<file path="src/rtl/pc_pkg.sv">
// pc_pkg: shared op codes, FSM states and default sizes for the program-counter sequencer.
package pc_pkg;
  localparam int PC_ADDR_W = 12;
  localparam int PC_STACK_DEPTH = 8;
  typedef enum logic [2:0] {
    NEXT   = 3'd0,
    JUMP   = 3'd1,
    BRANCH = 3'd2,
    CALL   = 3'd3,
    RET    = 3'd4
  } pc_op_t;
  typedef enum logic {
    RUN      = 1'b0,
    RET_WAIT = 1'b1
  } pc_state_t;
endpackage

</file>
<file path="src/rtl/pc_sequencer_if.sv">
// pc_sequencer_if: op request, return-stack and status signals between core and sequencer.
import pc_pkg::*;
interface pc_sequencer_if #(parameter int ADDR_W = PC_ADDR_W) ();
  logic              en;
  pc_op_t            op;
  logic [ADDR_W-1:0] target;
  logic              taken;
  logic [ADDR_W-1:0] stack_top;
  logic              stack_push;
  logic              stack_pop;
  logic [ADDR_W-1:0] stack_addr;
  logic [ADDR_W-1:0] pc;
  logic              busy;
  logic              err;
  modport master (output en, op, target, taken, stack_top,
                  input stack_push, stack_pop, stack_addr, pc, busy, err);
  modport slave  (input en, op, target, taken, stack_top,
                  output stack_push, stack_pop, stack_addr, pc, busy, err);
endinterface

</file>
<file path="src/rtl/call_depth_counter.sv">
// call_depth_counter: saturating 0..DEPTH up/down counter flagging overflow and underflow attempts.
module call_depth_counter #(
  parameter int DEPTH = 8,
  localparam int W = $clog2(DEPTH + 1)
) (
  input  logic clk,
  input  logic rst_n,
  input  logic inc,
  input  logic dec,
  output logic ovf,
  output logic unf
);
  logic [W-1:0] depth;
  assign ovf = inc && depth == W'(DEPTH);
  assign unf = dec && depth == '0;
  always_ff @(posedge clk or negedge rst_n)
    if (!rst_n) depth <= '0;
    else if (inc && !ovf) depth <= depth + 1'b1;
    else if (dec && !unf) depth <= depth - 1'b1;
endmodule

</file>
<file path="src/rtl/pc_sequencer.sv">
// pc_sequencer: PC register plus next-address FSM driving the return-address stack.
// Define PC_STACK_GUARD_EN to track call depth and flag stack overflow/underflow on err.
module pc_sequencer
  import pc_pkg::*;
#(
  parameter int ADDR_W = PC_ADDR_W,
  parameter int DEPTH = PC_STACK_DEPTH
) (
  input  logic clk,
  input  logic rst_n,
  pc_sequencer_if.slave bus
);
  pc_state_t state, state_d;
  logic [ADDR_W-1:0] pc_q, pc_d, addr_q, addr_d, nxt;
  logic push_q, push_d, pop_q, pop_d, ovf, unf;
  assign nxt = pc_q + ADDR_W'(1);
`ifdef PC_STACK_GUARD_EN
  logic is_call, is_ret, err_q;
  assign is_call = state == RUN && bus.en && bus.op == CALL;
  assign is_ret = state == RUN && bus.en && bus.op == RET;
  call_depth_counter #(.DEPTH(DEPTH)) u_depth (
    .clk(clk), .rst_n(rst_n), .inc(is_call), .dec(is_ret), .ovf(ovf), .unf(unf)
  );
  always_ff @(posedge clk or negedge rst_n)
    if (!rst_n) err_q <= 1'b0;
    else err_q <= err_q | ovf | unf;
  assign bus.err = err_q;
`else
  assign ovf = 1'b0;
  assign unf = 1'b0;
  assign bus.err = 1'b0;
`endif
  always_comb begin
    state_d = state;
    pc_d = pc_q;
    addr_d = addr_q;
    push_d = 1'b0;
    pop_d = 1'b0;
    if (state == RET_WAIT) begin
      pc_d = bus.stack_top;
      state_d = RUN;
    end else if (bus.en) begin
      case (bus.op)
        JUMP:    pc_d = bus.target;
        BRANCH:  pc_d = bus.taken ? bus.target : nxt;
        CALL: begin
          pc_d = bus.target;
          addr_d = nxt;
          push_d = !ovf;
        end
        RET: begin
          pop_d = !unf;
          state_d = RET_WAIT;
        end
        default: pc_d = nxt;
      endcase
    end
  end
  always_ff @(posedge clk or negedge rst_n)
    if (!rst_n) begin
      state <= RUN;
      pc_q <= '0;
      addr_q <= '0;
      push_q <= 1'b0;
      pop_q <= 1'b0;
    end else begin
      state <= state_d;
      pc_q <= pc_d;
      addr_q <= addr_d;
      push_q <= push_d;
      pop_q <= pop_d;
    end
  assign bus.pc = pc_q;
  assign bus.stack_addr = addr_q;
  assign bus.stack_push = push_q;
  assign bus.stack_pop = pop_q;
  assign bus.busy = state == RET_WAIT;
endmodule

</file>
<file path="src/flat_wrapper.sv">
// flat-port wrapper written by rule: the top's interface ports become plain ports
module pc_sequencer_flat import pc_pkg::*;
#(
  parameter int ADDR_W = PC_ADDR_W,
  parameter int DEPTH = PC_STACK_DEPTH
)
  (clk, rst_n, bus_en, bus_op, bus_target, bus_taken, bus_stack_top, bus_stack_push, bus_stack_pop, bus_stack_addr, bus_pc, bus_busy, bus_err);
  pc_sequencer_if #(.ADDR_W(ADDR_W)) bus_i ();
  input  logic clk;
  input  logic rst_n;
  input wire logic [$bits(bus_i.en)-1:0] bus_en;
  input wire logic [$bits(bus_i.op)-1:0] bus_op;
  input wire logic [$bits(bus_i.target)-1:0] bus_target;
  input wire logic [$bits(bus_i.taken)-1:0] bus_taken;
  input wire logic [$bits(bus_i.stack_top)-1:0] bus_stack_top;
  output wire logic [$bits(bus_i.stack_push)-1:0] bus_stack_push;
  output wire logic [$bits(bus_i.stack_pop)-1:0] bus_stack_pop;
  output wire logic [$bits(bus_i.stack_addr)-1:0] bus_stack_addr;
  output wire logic [$bits(bus_i.pc)-1:0] bus_pc;
  output wire logic [$bits(bus_i.busy)-1:0] bus_busy;
  output wire logic [$bits(bus_i.err)-1:0] bus_err;
  assign bus_i.en = bus_en;
  assign bus_i.op = bus_op;
  assign bus_i.target = bus_target;
  assign bus_i.taken = bus_taken;
  assign bus_i.stack_top = bus_stack_top;
  assign bus_stack_push = bus_i.stack_push;
  assign bus_stack_pop = bus_i.stack_pop;
  assign bus_stack_addr = bus_i.stack_addr;
  assign bus_pc = bus_i.pc;
  assign bus_busy = bus_i.busy;
  assign bus_err = bus_i.err;
  pc_sequencer #(.ADDR_W(ADDR_W), .DEPTH(DEPTH)) u_core (.clk(clk), .rst_n(rst_n), .bus(bus_i));
endmodule
</file>
<file path="config.mk">
export PLATFORM = sky130hd
export DESIGN_NAME = pc_sequencer_flat
export DESIGN_NICKNAME = d
export VERILOG_FILES = /design/src/rtl/pc_pkg.sv /design/src/rtl/pc_sequencer_if.sv /design/src/rtl/call_depth_counter.sv /design/src/rtl/pc_sequencer.sv /design/src/flat_wrapper.sv
export SDC_FILE = /design/constraint.sdc
export NUM_CORES = 1
export LEC_CHECK = 0
export CORE_ASPECT_RATIO = 1.2
export CORE_MARGIN = 2
export CORE_UTILIZATION = 47
export DETAILED_ROUTE_END_ITERATION = 10
export PLACE_DENSITY_LB_ADDON = 0.15
export RECOVER_POWER = 25
export SYNTH_ARGS = -nofsm -noshare
export SYNTH_HDL_FRONTEND = slang
export SYNTH_SLANG_ARGS = --single-unit
</file>
<file path="constraint.sdc">
create_clock -name clk -period 3.7 [get_ports clk]
set_input_delay 0.74 -clock clk [delete_from_list [all_inputs] [get_ports clk]]
set_output_delay 0.74 -clock clk [all_outputs]
set_load 0.1 [all_outputs]
</file>
==> qor.yml, run 1 <==
status: "finished, final reports clean"
setup_viol: 0
yosysTopAreaCellShare_pct: 42.1
async_reset_ff_share_pct: 100
vias: 1498
synth_cells: 167
clk_pin_slew_ns: 0.14
irDropWorstVdd_mv: 0.558
die_area_sq_mm: 0.00376
cap_violations: 0
place_worst_setup_slack_ns: 1.03
cp.arrival_ns: 2.08
path_class: "reg2out"
synth_flop_cell: "dfrtp_1"
dr.pass1.iters: 4
cp-start-kind: "register"
synthTopCellsByArea: "dfrtp_1 42%, a21oi_1 4.9%, nor3_1 3.9%, nand2_1 3.6%, o21ai_0 3.2%"
ys_seq_area_share_pct: 42.1
core_area_sq_mm: 0.00311
post-cts-setup-buffers: 0
fp.dieH_um: 66.8
max_freq_mhz: 355
holdCritStartpoint: "u_core.bus.stack_addr[0]"
drc_errors: 0
fill_cells: 257
critical_path.top_delay_family: "buffers and inverters"
cp-startpoint: "u_core.bus.pc[2]"
syn_area_sq_mm: 0.00154
grt_antenna_before_repair: 0
viasPerCell: 5.87
cts-buffers-inserted: 3
synth-edff-count: 0
path_buf_inv: 1
critical_path.endpoint_type: "output pin"
multi_input_area_sq_um: 783
power_density_mw_per_mm2: 791
drtAntennaViolNets: 0
syn2layout_area_growth_pct: 37.4
worstPathRequired_ns: 2.96
reg2reg_from: "u_core.bus.stack_pop"
cts_max_level: 1
period_share_pct: 76.1
wl_per_cell_um: 16.0
antenna_cells: 0
postCtsHoldBufs: 0
cts_resized: 0
rows: 22
track_usage_pct: 23.1
cts_tree: "done"
ios: 59
yosysMostFrequentCell: "dfrtp_1"
critPathMaxFanout: 8
port-buffer-count: 57
drive_above_1_share_pct: 7.76
finalMaxSlewViolations: 0
finalWorstPathRequiredPeriod_ns: 2.82
dp_hpwl_um: 2990
synth.distinct_cells: 51
grt_max_degree: 27
syn_nets: 199
drtIter0Drc: 94
nNetsFinal: 252
place.gp.congestion: 0.845
grt_pass1_wl_um: 6710
yosys_register_bits: 26
finalWorstSetupSlack_ns: 0.884
p_leak_nw: 0.868
cts.sinks: 26
rsz0062_at_grt: "no"
max_slew.worst_pin.slew_ns: 1.41
start_util_pct: 49.6
crit_path_top_delay_cell: "clkdlybuf4s50_1"
clk_latency_ns: 0.33
synth.top_cells.by_count: "26 x dfrtp_1, 15 x a21oi_1, 15 x nand2_1"
slowest_delay_ns: 1.21
yosysTopAreaCell: "dfrtp_1"
hold_viol: 0
finalWirelength_um: 4080
first_global_vias: 1391
syn_avg_cell_area_sq_um: 9.25
die_w_um: 56.3
fin_setup_tns_ns: 0
clock_path_buffers: 2
ff_latch_area_sq_um: 651
skew_ns: 0.00690
synth_warnings: 0
cts_root_buffer: "clkbuf_4"
gr-total-overflow: 0
path_cells: "clkdlybuf4s50_1"
holdCritPathClass: "reg2reg"
relSlewSlack_pct: 6.20
-- cell type report --
class                   count  area share, %
multi-input cells         122           36.9
flip-flops and latches     26           30.7
repair buffers             59           27.2
well taps                  36           2.12
clock buffers               4           1.71
inverters                   8           1.42
-- final timing paths --
kind,to,slack [ns],depth (start not counted)
hold / removal,u_core.bus.stack_addr[0],0.50,2
setup / recovery,bus_pc[2],0.88,1
setup reg to reg,u_core.bus.pc[8],1.79,4
hold reg to reg,u_core.bus.stack_addr[0],0.50,2
max in group asynchronous,u_core.bus.pc[8],1.65,2
min in group asynchronous,u_core.bus.pc[9],1.24,2
-- where the power goes --
group	internal (mW)	switching, mW
Combinational	0.267	0.796
Sequential	0.364	0.100
Clock	0.0604	0.0902
-- registers in the layout, summed over array words and instances (netlist names) --
register,flops
u_core.bus.stack_pop,1
u_core.bus.stack_addr,12
u_core.bus.pc,12
u_core.bus.stack_push,1
-- metrics by stage --
step                      utilization, %  hold slack (ns)  instance area (sq um)  power [mW]  std cells
after CTS                           68.3            0.502                   2130        1.68        255
after detailed placement            67.2            0.470                   2090        1.53        251
after global routing                68.2            0.533                   2120        1.75        255
after floorplan                        -            0.444                   1540        1.27        167
after global placement              67.2            0.460                   2090        1.51        251
final                               68.2            0.496                   2120        1.68        255
-- cell families after synthesis --
kind of cell	synth area share [%]
other	0.243
muxes	0.729
and+or+nand+nor	20.6
DFF	42.1
adders and majority gates	0.810
xor gates and xnor gates	3.97
buffers and inverters	7.13
AOI/OAI and AO/OA	24.4
-- metal layers --
metal  global-route usage (%)  part of all wire [%]  wire length (um)
met1                     29.7                    43              1740
met2                     39.4                    50              2030
met3                     3.11                   5.8               238
met4                     8.93                   1.7                71
met5                        0                     0                 0
-- cell usage in the layout (no fill, tap or decap), types with 2 or more instances in the layout --
cell type / instances
dfrtp_1: 26
o31a_1: 2
buf_4: 3
a22oi_1: 3
and3_1: 2
a211o_1: 2
nand2b_1: 2
o21a_1: 2
o31ai_1: 3
nand4_1: 2
xnor2_1: 5
xor2_1: 2
o41ai_1: 2
clkbuf_4: 3
nand2_1: 15
inv_1: 8
nand3_1: 5
nor3_1: 12
a21o_1: 2
nor4_1: 2
clkdlybuf4s50_1: 54
nor2_1: 9
o21ai_0: 10
a21oi_1: 15
(Power assumes the default switching activity.)
==> run 2: changes to the inputs <==
Settings changed: CORE_UTILIZATION 47 to 44.
Clock period 3.7 ns to 2.9 ns, I/O delays scaled along.
==> qor.yml, run 2 (same netlist as run 1, synthesis figures left out) <==
status: "finished, final reports clean"  # unchanged
wl_met3_um: 282  # was 238 um
drtIter0Drc: 42  # was 94
fp.dieH_um: 68.9  # was 66.8 um
path_cells: "clkdlybuf4s50_1 > or3b_4 > a21oi_4 > buf_4 > a21oi_1 > a21oi_1"  # was clkdlybuf4s50_1
worstPathRequired_ns: 3.10  # was 2.96 ns
wl_met2_um: 1900  # was 2030 um
hold_ws_ns: 0.484  # was 0.496 ns
final_core_util_pct: 62.1  # was 68.2%
clk_pin_slew_ns: 0.09  # was 0.14 ns
die_w_um: 58.1  # was 56.3 um
holdCritPathClass: "reg2reg"  # unchanged
rsz0062_at_grt: "no"  # unchanged
wl_per_cell_um: 15.4  # was 16.0 um
setup_viol: 0  # unchanged
finalWorstPathRequiredPeriod_ns: 2.20
core_area_sq_mm: 0.00334  # was 0.00311 sq mm
finalWirelength_um: 3940  # was 4080 um
port-buffer-count: 57  # unchanged
post-cts-setup-buffers: 0  # unchanged
finalMaxSlewViolations: 0  # unchanged
clock_path_buffers: 2  # unchanged
grt_pass1_wl_um: 6250  # was 6710 um
max_freq_mhz: 454
drc_errors: 0  # unchanged
critPathMaxFanout: 9  # was 8
stdcell_count: 256  # was 255
maxUsedRoutingLayer: "met4"  # unchanged
cp-start-kind: "input port"  # was register
viasPerCell: 5.63  # was 5.87
die_area_sq_mm: 0.00400  # was 0.00376 sq mm
place_inst: 253  # was 251
postCtsHoldBufs: 0  # unchanged
nNetsFinal: 253  # was 252
slowest_delay_ns: 0.64  # was 1.21 ns
cp.arrival_ns: 2.40  # was 2.08 ns
track_usage_pct: 20.8  # was 23.1%
final_cell_mix: "29 x clkdlybuf4s50_1, 29 x buf_4, 26 x dfrtp_1"  # was 54 x clkdlybuf4s50_1, 26 x dfrtp_1, 15 x nand2_1, 15 x a21oi_1, 12 x nor3_1
cpMostUsedCell: "a21oi_1"
syn2layout_area_growth_pct: 34.3  # was 37.4%
max_slew.worst_pin.slew_ns: 1.43  # was 1.41 ns
vias: 1441  # was 1,498
cts_tree: "done"  # unchanged
clk_latency_ns: 0.27  # was 0.33 ns
wl_met1_um: 1710  # was 1740 um
grt_antenna_before_repair: 0  # unchanged
drtAntennaViolNets: 0  # unchanged
grt_max_degree: 27  # unchanged
cts-buffers-inserted: 3  # unchanged
period_share_pct: 76.0
relSlewSlack_pct: 4.48  # was 6.20%
hold_viol: 0  # unchanged
ios: 59  # unchanged
first_global_vias: 1331  # was 1,391
fin_setup_tns_ns: 0  # unchanged
dr.pass1.iters: 4  # unchanged
rows: 23  # was 22
irDropWorstVdd_mv: 0.856  # was 0.558 mV
drive_above_1_share_pct: 19.2  # was 7.76%
gr-total-overflow: 0  # unchanged
cts_resized: 0  # unchanged
antenna_cells: 0  # unchanged
start_util_pct: 46.3  # was 49.6%
power_density_mw_per_mm2: 1020  # was 791 mW/mm^2
skew_ns: 0.00133  # was 0.00690 ns
p_leak_nw: 0.897  # was 0.868 nW
cts.sinks: 26  # unchanged
dp_hpwl_um: 3020  # was 2990 um
place.gp.congestion: 0.833  # was 0.845
cts_max_level: 1  # unchanged
cap_violations: 0  # unchanged
crit_path_top_delay_cell: "clkdlybuf4s50_1"  # unchanged
cts_root_buffer: "clkbuf_8"  # was clkbuf_4
path_class: "in2reg"  # was reg2out
rrSetupSlack_ns: 1.06  # was 1.79 ns
critical_path.endpoint_type: "register"  # was output pin
run 2: cell types whose count changed in the layout (fill, tap and decap cells not counted), sizes merged:
cell	change
buf	+26
clkbuf	-1
clkdlybuf4s50	-25
run 2: worst max-delay path: cells and delay by family:
| family | cells | cell delay (ns) |
|---|---|---|
| compound gates | 3 | 0.51 |
| simple gates | 1 | 0.46 |
| buf+inv | 2 | 0.85 |
run 2: per-stage QoR:
step | instance area [sq um] | power (mW) | setup slack (ns)
finish | 2070 | 2.11 | 0.696
global route | 2070 | 2.20 | 0.577
CTS | 2080 | 2.12 | 0.711
detailed placement | 2040 | 1.92 | 0.428
global placement | 2040 | 1.90 | 0.478
floorplan | 1540 | 1.62 | 0.681
run 2: worst paths after layout:
path	from	to	cells past startpoint
worst max register to register	u_core.bus.stack_pop	u_core.bus.pc[8]	4
max in group asynchronous	rst_n	u_core.bus.pc[4]	2
worst min-delay path	u_core.bus.stack_addr[3]	u_core.bus.stack_addr[3]	2
worst min register to register	u_core.bus.stack_addr[3]	u_core.bus.stack_addr[3]	2
worst max-delay path	bus_op[2]	u_core.bus.pc[2]	6
min in group asynchronous	rst_n	u_core.bus.stack_addr[0]	2
run 2: routing by layer:
| metal | vias to the layer above | track usage (%) |
|---|---|---|
| li1 | 711 | - |
| met1 | 660 | 27.9 |
| met2 | 64 | 34.5 |
| met3 | 6 | 2.24 |
| met4 | 0 | 8.14 |
| met5 | - | 0 |
run 2: report_power, final:
group | switching, mW | total (mW) | internal, mW | leakage [nW]
Combinational | 1.01 | 1.31 | 0.305 | 0.567
Clock | 0.110 | 0.203 | 0.0931 | 0.0216
Sequential | 0.130 | 0.595 | 0.465 | 0.309
Total | 1.25 | 2.11 | 0.863 | 0.897
run 2: cell type report:
type                       instances  area [sq um]
clock buffer                       3          41.3
inverter                           8          30.0
tap                               37          46.3
fill                             300          1260
timing repair buffer              60           522
multi-input combinational        122           783
sequential                        26           651
